[config.mk]
export PLATFORM = sky130hd
export DESIGN_NAME = booth_mul_seq
export DESIGN_NICKNAME = d
export VERILOG_FILES = /design/src/rtl/booth_mul_seq.sv
export SDC_FILE = /design/constraint.sdc
export NUM_CORES = 1
export LEC_CHECK = 0
export BUFFER_PORTS_ARGS = -buffer_cell sky130_fd_sc_hd__clkbuf_2
export CAP_MARGIN = 10
export CORE_ASPECT_RATIO = 0.9
export CORE_MARGIN = 4
export CORE_UTILIZATION = 35
export DETAILED_ROUTE_END_ITERATION = 8
export GPL_ROUTABILITY_DRIVEN = 0
export GPL_TIMING_DRIVEN = 0
export PLACE_DENSITY = 0.64
export RECOVER_POWER = 100
export SETUP_SLACK_MARGIN = 0.05
export SLEW_MARGIN = 0
export SYNTH_ARGS = -nofsm -noshare
export SYNTH_HDL_FRONTEND = slang
export SYNTH_SLANG_ARGS = --single-unit
[constraint.sdc]
create_clock -name clk -period 6.8 [get_ports clk]
set_clock_uncertainty 0.15 [all_clocks]
set_input_delay 2.04 -clock clk [delete_from_list [all_inputs] [get_ports clk]]
set_output_delay 2.04 -clock clk [all_outputs]
set_load 0.03 [all_outputs]
[src/rtl/booth_mul_seq.sv]
// Iterative radix-4 Booth multiplier: retires DIGITS_PER_CYCLE Booth digits per clock
// into a wrapping accumulator, with valid/ready handshakes on both sides.
module booth_mul_seq #(
  parameter int WIDTH            = 16,
  parameter int DIGITS_PER_CYCLE = 1
) (
  input  logic               clk,
  input  logic               rst,
  input  logic               in_valid,
  output logic               in_ready,
  input  logic               in_signed,
  input  logic [WIDTH-1:0]   x,
  input  logic [WIDTH-1:0]   y,
  output logic               out_valid,
  input  logic               out_ready,
  output logic [2*WIDTH-1:0] product
);

  localparam int N     = WIDTH/2 + 1;
  localparam int XW    = WIDTH + 2;
  localparam int ACC_W = 2*WIDTH + 4;
  localparam int CNT_W = $clog2(N + DIGITS_PER_CYCLE + 1);

  typedef enum logic [1:0] {IDLE, BUSY, DONE} state_t;

  state_t             state_q, state_d;
  logic [XW:0]        xe_q, xe_d;    // extended x with the implicit bit -1 = 0 appended
  logic [XW-1:0]      ye_q, ye_d;
  logic [ACC_W-1:0]   acc_q, acc_d;
  logic [CNT_W-1:0]   cnt_q, cnt_d;
  logic [2*WIDTH-1:0] prod_q, prod_d;

  logic [ACC_W-1:0]   sum, mag, ye_sx;
  logic [CNT_W-1:0]   j;
  logic [2:0]         bits;
  logic               neg, one, two, last;

  always_ff @(posedge clk or posedge rst) begin
    if (rst) begin
      state_q <= IDLE;
      xe_q    <= '0;
      ye_q    <= '0;
      acc_q   <= '0;
      cnt_q   <= '0;
      prod_q  <= '0;
    end else begin
      state_q <= state_d;
      xe_q    <= xe_d;
      ye_q    <= ye_d;
      acc_q   <= acc_d;
      cnt_q   <= cnt_d;
      prod_q  <= prod_d;
    end
  end

  // Sum of this cycle's partial products; digits at index >= N contribute nothing.
  always_comb begin
    ye_sx = {{(ACC_W-XW){ye_q[XW-1]}}, ye_q};
    sum   = acc_q;
    j     = '0;
    bits  = '0;
    neg   = 1'b0;
    one   = 1'b0;
    two   = 1'b0;
    mag   = '0;
    for (int k = 0; k < DIGITS_PER_CYCLE; k++) begin
      j    = cnt_q + CNT_W'(k);
      bits = 3'(xe_q >> {j, 1'b0});
      neg  = bits[2];
      one  = bits[0] ^ bits[1];
      two  = (bits == 3'b011) || (bits == 3'b100);
      mag  = two ? (ye_sx << 1) : ye_sx;
      mag  = mag << {j, 1'b0};
      if ((int'(j) < N) && (one || two))
        sum = sum + (neg ? ~mag : mag) + ACC_W'(neg);
    end
  end

  assign last = (int'(cnt_q) + DIGITS_PER_CYCLE) >= N;

  always_comb begin
    state_d = state_q;
    xe_d    = xe_q;
    ye_d    = ye_q;
    acc_d   = acc_q;
    cnt_d   = cnt_q;
    prod_d  = prod_q;
    case (state_q)
      IDLE: if (in_valid) begin
        xe_d    = {(in_signed ? {2{x[WIDTH-1]}} : 2'b00), x, 1'b0};
        ye_d    = {(in_signed ? {2{y[WIDTH-1]}} : 2'b00), y};
        acc_d   = '0;
        cnt_d   = '0;
        state_d = BUSY;
      end
      BUSY: begin
        acc_d = sum;
        cnt_d = cnt_q + CNT_W'(DIGITS_PER_CYCLE);
        if (last) begin
          prod_d  = sum[2*WIDTH-1:0];
          state_d = DONE;
        end
      end
      DONE: if (out_ready) state_d = IDLE;
      default: state_d = IDLE;
    endcase
  end

  assign in_ready  = (state_q == IDLE);
  assign out_valid = (state_q == DONE);
  assign product   = prod_q;

endmodule
Word-level counts from Yosys, hierarchy flattened:

Index checks and enable logic that the tools add are counted.

* bits in registers: 110
* input port bits: 37
* output and inout port bits: 34
* word-level logic and storage cells: 48

* $add $sub $neg: 4
* magnitude comparators: 2
* eq/ne operators: 8
* shift-type cells: 2
* mux-type cells: 13
* bitwise gates (word level): 2
* reduce and logical (&&, ||, !) cells: 10

Operators with widths (number)
* 36-bit 2-to-1 mux: 3
* 36-bit one-hot mux with 2 select lines: 1
* 36-bit by 1-bit adder with 36-bit output: 1
* 36-bit adder: 1
* 36-bit NOT: 1
* 36-bit by 5-bit left shift with 36-bit output: 1
* 19-bit by 5-bit right shift with 3-bit output: 1
* 18-bit 2-to-1 mux: 1
* 2-bit 2-to-1 mux: 5
* 4-bit one-hot mux with 2 select lines: 1
* 2-bit != test (second input constant): 3
* 2-bit one-hot mux with 3 select lines: 1
* 2-bit AND reduction: 3
* 3-bit AND reduction: 2
* 4-bit by 1-bit adder with 5-bit output (second input constant): 1
* 5-bit by 4-bit greater-or-equal comparator with 1-bit output (second input constant): 1
* 4-bit by 1-bit adder with 4-bit output (second input constant): 1
* 4-bit less-than comparator (second input constant): 1
* 4-bit 2-to-1 mux: 1
* 3-bit by 2-bit equality test with 1-bit output (second input constant): 1
* 3-bit equality test (second input constant): 1
* 2-bit by 1-bit equality test with 1-bit output (second input constant): 1
* 2-bit equality test (second input constant): 1
* 2-bit logical NOT: 1
* 5 further kinds: 6

Longest topological paths before layout:

Gate-level depths: netlist of run 1.

* depth in word-level cells: 11
* mapped depth: 34
* gate-level depth less buffers: 29

Worst setup path after synthesis of run 1:

OpenSTA, ideal clock, no wires.

* path kind: flip-flop to flip-flop
* from: register cnt_q[1]
* to: register acc_q[31]
* setup time: 0.069 ns
* arrival time: 6.039 ns
* data required time: 6.581 ns
* path slack: 0.542 ns
* cell stages (with the launch flop): 32
* path buffers: 5
* period minus slack after synthesis: 6.258 ns
* cell sequence: dfrtp_1 > buf_4 > clkbuf_1 > inv_1 > clkbuf_1 > buf_1 > a31oi_1 > o22a_1 > inv_1 > ha_1 > nand2_1 > o2bb2ai_2 > buf_2 > mux2i_1 > a21oi_1 > nor2_1 > a311oi_1 > a31o_2 > o21ai_0 > xnor2_1 > ha_1 > nand2_1 > o21ai_0 > nor4_1 > or4_1 > o211ai_1 > a31oi_1 > o31a_1 > a21oi_1 > xor2_1 > or4_1 > nand3_1

* longest elaborated chain between the ends: 11
* elaborated cells on any way between the ends: 16
* those cells by class: add/sub: 2; order compare: 1; eq/ne: 2; shift: 2; mux: 4; bitwise: 2; reduce/logical: 3

RTL lines
* from (decl): RTL line 30 `logic [CNT_W-1:0] cnt_q, cnt_d;`
* from (signal assigned): RTL line 51 `cnt_q <= cnt_d;`
* 19-bit by 5-bit right shift with 3-bit output: RTL line 68 `bits = 3'(xe_q >> {j, 1'b0});`
* 3-bit by 2-bit equality test with 1-bit output or 3-bit equality test (tied branches): RTL line 71 `two = (bits == 3'b011) || (bits == 3'b100);`
* 1-bit logical OR: RTL line 71
* 18-bit 2-to-1 mux: RTL line 72 `mag = two ? (ye_sx << 1) : ye_sx;`
* 36-bit by 5-bit left shift with 36-bit output: RTL line 73 `mag = mag << {j, 1'b0};`
* 36-bit NOT: RTL line 75 `sum = sum + (neg ? ~mag : mag) + ACC_W'(neg);`
* 36-bit 2-to-1 mux: RTL line 75
* 36-bit adder: RTL line 75
* 36-bit by 1-bit adder with 36-bit output: RTL line 75
* 36-bit 2-to-1 mux *: RTL line 74 `if ((int'(j) < N) && (one || two))`
* 36-bit one-hot mux with 2 select lines *: RTL line 88 `case (state_q)`
* to (signal assigned): RTL line 43 `acc_q <= '0;`
* to (signal assigned): RTL line 50 `acc_q <= acc_d;`
* to (decl): RTL line 29 `logic [ACC_W-1:0] acc_q, acc_d;`

Every way passes the cells marked *; elsewhere a longest branch is shown, timed or not. The select of a mux whose other input is x is not followed.
A chain may end at the register's enable or synchronous reset.

Worst setup path in the final report of run 1:

Ends and elaborated chain as after synthesis.

==> reports/qor.csv, run 1 <==
metric,value,unit
post-synthesis sequential area ratio,0.3390,
"most common cell after layout, fill and taps aside",dfrtp_1,
CTS Buffer Depth,2,
DP Cell Count,1248,
crit path launch type,register,
die width,164.1,µm
Finished Core Util,0.4129,
number of global-route vias before repair,6654,
Worst EP arrival,6620,ps
"flops & latches, synth",104,
"setup slack, reg-to-reg",320,ps
first-pass GRT wire length,37440,µm
HP Class,reg -> reg,
relative slew slack,-0.6519,
Fmax,0.1544,GHz
Diodes inserted,0,
syn avg cell area,8.665,µm²
worst-skew pair later-pin latency,360,ps
area of the multi-input gates,0.004955,mm²
number of synthesized flops with an enable pin,0,
RSZ-0062 raised after global routing,true,
period utilization,0.9525,
Worst-Margin Slew,2478,ps
antenna-violating nets left,0,
"commonest non-fill, non-tap cells in the layout","dfrtp_1, a21oi_1, nand2_1",
RR Endpoint,acc_q[31],
total gr overflow,0,
post-layout minimum cycle time,6477,ps
crit end category,register,
initial antenna violation count,0,
CP most frequent cell,mux2i_1,
DRC violations left,0,
WS Path Type,reg -> reg,
synthesized net count,964,
max_cap viols,2,
CP peak stage delay,410,ps
Seq. cell area,0.002604,mm²
cell count after synthesis,886,
Chip Height,148.5,µm
Initial Util,0.3549,
TritonRoute pass-1 iters,6,
setup violators final,0,
CTS Buf Count,9,
Pins Over Slew Limit,107,
Synth warnings,0,
Worst R2R Start,cnt_q[1],
Crit-path slowest cell,o41ai_2,
final wirelength,23740,µm
post-synth top area cell,dfrtp_1,
critical path peak fanout,11,
H-tree depth,3,
Die ar.,0.02437,mm²
status,finished with violations,
synth top area cells,"dfrtp_1, ha_1, mux2i_1",
core area,0.02163,mm²
# IOs,71,
ys flop type,dfrtp_1,
clk sinks,104,
Yosys top cell area share,0.3390,
share of post-route cells with drive strength above 1,0.1573,
ys async rst share,1.000,
hold path start,product[18],
WP data required,6940,ps
Root Driver,clkbuf_16,
row cnt,51,
Hold Fails Final Rpt,0,
vias per inst,5.531,
synth-to-layout area growth,16.35,%
Worst Hold Depth,1,
"Reg clk slew, reported paths",70,ps
Detailed Place HPWL,17800,µm
post-synthesis cell area,0.007677,mm²
number of fill cells,2138,
FF-to-FF path depth,30,
drt wl/cell,18.69,µm
"Distinct cells, synth",55,
initial drt markers,725,
hold slack,341.3,ps
Total Routing Usage GR,0.1959,
via count,7024,
failing checks,"max-capacitance violations, max-slew violations",
Post-Route Setup TNS,0,ps
NumNets Final,1052,
Post-Layout Cell Count,1270,
Hold Crit Endpoint,product[18],
port buffer count,70,
largest net degree at the start of global routing,55,
CTS tree,yes,
sequential cells by signal, summed over array words and instances, names as in the netlist:
signal / count
product: 32
ye_q: 17
acc_q: 32
xe_q: 17
state_q: 2
cnt_q: 4
critical path, delay by kind of cell, from the launching register on:
family | cells | cell delay (ps)
mux | 4 | 920
fa+ha+maj | 2 | 570
flops | 1 | 380
buf+inv | 7 | 1220
compound gates | 13 | 2380
simple gates | 3 | 600
xor+xnor | 1 | 190
routing by layer:
metal | track usage | vias up | share of wire
met5 | 0 | - | 0
met4 | 0.04486 | 0 | 0.016
met3 | 0.04489 | 34 | 0.079
met2 | 0.2975 | 282 | 0.44
met1 | 0.2843 | 3353 | 0.46
li1 | - | 3355 | -
worst max path at each step:
stage / depth (start not counted) / to / startpoint / slack, ps
global placement: 30 / product[29] / cnt_q[1] / -840
finish: 30 / acc_q[31] / cnt_q[1] / 320
detailed placement: 30 / product[29] / cnt_q[1] / -910
floorplan: 31 / acc_q[31] / cnt_q[1] / 540
global route: 33 / acc_q[31] / cnt_q[1] / 2
CTS: 33 / acc_q[31] / cnt_q[1] / 60
metrics by stage:
step                instance area, µm²  setup slack (ps)
floorplan                         7677             541.8
global placement                  8392            -837.2
detailed placement                8422            -906.1
CTS                               8807             60.76
global route                      8932             2.154
finish                            8932             322.9
cells in the mapped netlist, types with 3 or more instances:
cell      instances
nand4_1           5
ha_1             40
a211oi_1          7
xor2_1           27
xnor2_1          29
a21oi_1          91
and3_1            5
o21ai_0          64
nor2b_1           8
a21o_1           19
or4_1             3
buf_2             3
inv_1            12
a31o_2            3
mux4_2            7
dfrtp_1         104
nor2_1           84
o211ai_1         10
nand2_1          88
and2_1            6
mux2_2           39
nand2b_1          5
nor3_1            8
nand3_1          43
a31oi_1          20
o21a_1            9
o22ai_1           6
mux2i_1          49
o31ai_1           4
o21bai_1          5
clkbuf_1         43
buf_1            12
timing repair:
item	CTS	global route
cloned	0	1
gates resized for setup	25	38
setup endpoints to repair	42	31
buffers inserted	1	7
pin swaps	2	5
hold buffers	0	0
area by class of cell:
| type | count | area share |
|---|---|---|
| buffer | 56 | 0.02970 |
| clock buffer | 11 | 0.02830 |
| clock inverter | 5 | 0.007004 |
| inverter | 12 | 0.005183 |
| multi-input combinational | 711 | 0.5547 |
| sequential | 104 | 0.2915 |
| tap | 291 | 0.04076 |
| timing repair buffer | 80 | 0.04286 |
logic make-up (layout without fill, tap and decap cells):
group	after synthesis	count (layout)	synth area share
AOI/OAI and AO/OA	256	256	0.2008
xor gates and xnor gates	56	56	0.06389
adders and majority gates	41	41	0.06780
buffers and inverters	71	164	0.03569
DFF	104	104	0.3390
muxes	95	95	0.1416
and+or+nand+nor	263	263	0.1512
Power of run 1 is left out: the tool's default activity adds up to more than one toggle a clock period on the data nets, which glitch-free logic cannot reach.
==> run 2: changes to the inputs <==
- CELL_PAD_IN_SITES_DETAIL_PLACEMENT: not set -> 1
- CELL_PAD_IN_SITES_GLOBAL_PLACEMENT: not set -> 1
- CORE_ASPECT_RATIO: 0.9 -> 0.8
- PLACE_DENSITY: 0.64 -> 0.76
==> reports/qor.csv, run 2 (synthesized netlist as in run 1, its figures left out) <==
metric,value,unit
status,finished with violations,
failing checks,"max-capacitance violations, max-slew violations",
share of post-route cells with drive strength above 1,0.1753,
via count,7293,
initial antenna violation count,0,
setup violators final,0,
clk sinks,104,
crit path launch type,register,
Hold Fails Final Rpt,0,
drt wl/cell,21.38,µm
worst-skew pair later-pin latency,360,ps
"commonest non-fill, non-tap cells in the layout","dfrtp_1, nand2_1, a21oi_1",
Diodes inserted,0,
Detailed Place HPWL,20270,µm
hold slack,345.3,ps
core area,0.02156,mm²
crit end category,register,
CTS Buffer Depth,2,
Worst-Margin Slew,2192,ps
max_cap viols,1,
post-layout minimum cycle time,6585,ps
die width,173.6,µm
first-pass GRT wire length,42060,µm
number of global-route vias before repair,7398,
Worst EP arrival,6740,ps
vias per inst,5.807,
# IOs,71,
largest net degree at the start of global routing,60,
Die ar.,0.02438,mm²
period utilization,0.9684,
Total Routing Usage GR,0.2162,
total gr overflow,0,
Placement Setup Slack,-933.8,ps
number of fill cells,2582,
WP data required,6950,ps
Root Driver,clkbuf_16,
Crit-path slowest cell,or4_1,
final wirelength,26850,µm
NumNets Final,1054,
TritonRoute pass-1 iters,5,
"most common cell after layout, fill and taps aside",dfrtp_1,
Chip Height,140.5,µm
CTS Buf Count,9,
H-tree depth,3,
port buffer count,70,
area of the multi-input gates,0.005004,mm²
WS Path Type,reg -> reg,
initial drt markers,598,
critical path peak fanout,10,
Initial Util,0.3561,
Post-Route Setup TNS,0,ps
synth-to-layout area growth,17.11,%
relative slew slack,-0.4695,
Post-Layout Cell Count,1256,
"Reg clk slew, reported paths",80,ps
DP Cell Count,1232,
row cnt,48,
final worst slack,214.8,ps
HP Class,reg -> reg,
Pins Over Slew Limit,46,
DRC violations left,0,
RSZ-0062 raised after global routing,false,
Fmax,0.1519,GHz
Seq. cell area,0.002605,mm²
antenna-violating nets left,0,
CP peak stage delay,510,ps
CTS tree,yes,
## run 2: cell types whose count changed in the layout (fill, tap and decap cells not counted), sizes merged
cell	previous run	this run
dlymetal6s4s	1	0
clkinv	1	2
bufinv	1	0
inv	13	15
clkbuf	124	120
buf	22	27
## run 2: final cells by class
| cell class | count | area share |
|---|---|---|
| timing repair buffer | 83 | 0.04718 |
| multi-input combinational | 711 | 0.5565 |
| clock inverter | 7 | 0.006819 |
| inverter | 12 | 0.005149 |
| clock buffer | 9 | 0.02505 |
| buffer | 55 | 0.03131 |
| sequential | 104 | 0.2897 |
| tap | 275 | 0.03827 |
## run 2: per-stage QoR
stage	utilization	cell area (µm²)
CTS	0.4080	8796
floorplan	-	7677
global placement	0.3883	8372
global route	0.4170	8991
finish	0.4170	8991
detailed placement	0.3897	8402
## run 2: repair_timing
action	CTS	global route
setup endpoints to repair	43	31
gates cloned	0	0
hold buffers	0	0
setup buffers	1	11
pin swaps	0	11
gates resized for setup	38	45
## run 2: worst max-delay path, delay by kind of cell (launching register included)
kind / cells / cell delay, ps
compound gates: 12 / 2050
simple gates: 9 / 1610
buf+inv: 6 / 930
fa+ha+maj: 2 / 600
mux: 2 / 490
flops: 1 / 380
xor+xnor: 2 / 280
## run 2: layer usage
metal / vias up / share of wire / track usage
met5: - / 0 / 0
met4: 0 / 0.016 / 0.04998
met3: 35 / 0.068 / 0.04425
met2: 245 / 0.44 / 0.3302
met1: 3646 / 0.48 / 0.3162
li1: 3367 / - / -
## run 2: worst paths after layout
path / end / from / cells past startpoint / slack (ps)
hold / removal: product[24] / product[24] / 1 / 350
hold reg to reg: product[24] / product[24] / 1 / 350
setup reg to reg: acc_q[31] / cnt_q[1] / 33 / 210
max in group asynchronous: acc_q[22] / rst / 3 / 3410
setup / recovery: acc_q[31] / cnt_q[1] / 33 / 210
min in group asynchronous: xe_q[9] / rst / 2 / 2070
Power of run 2 is left out for the same reason.
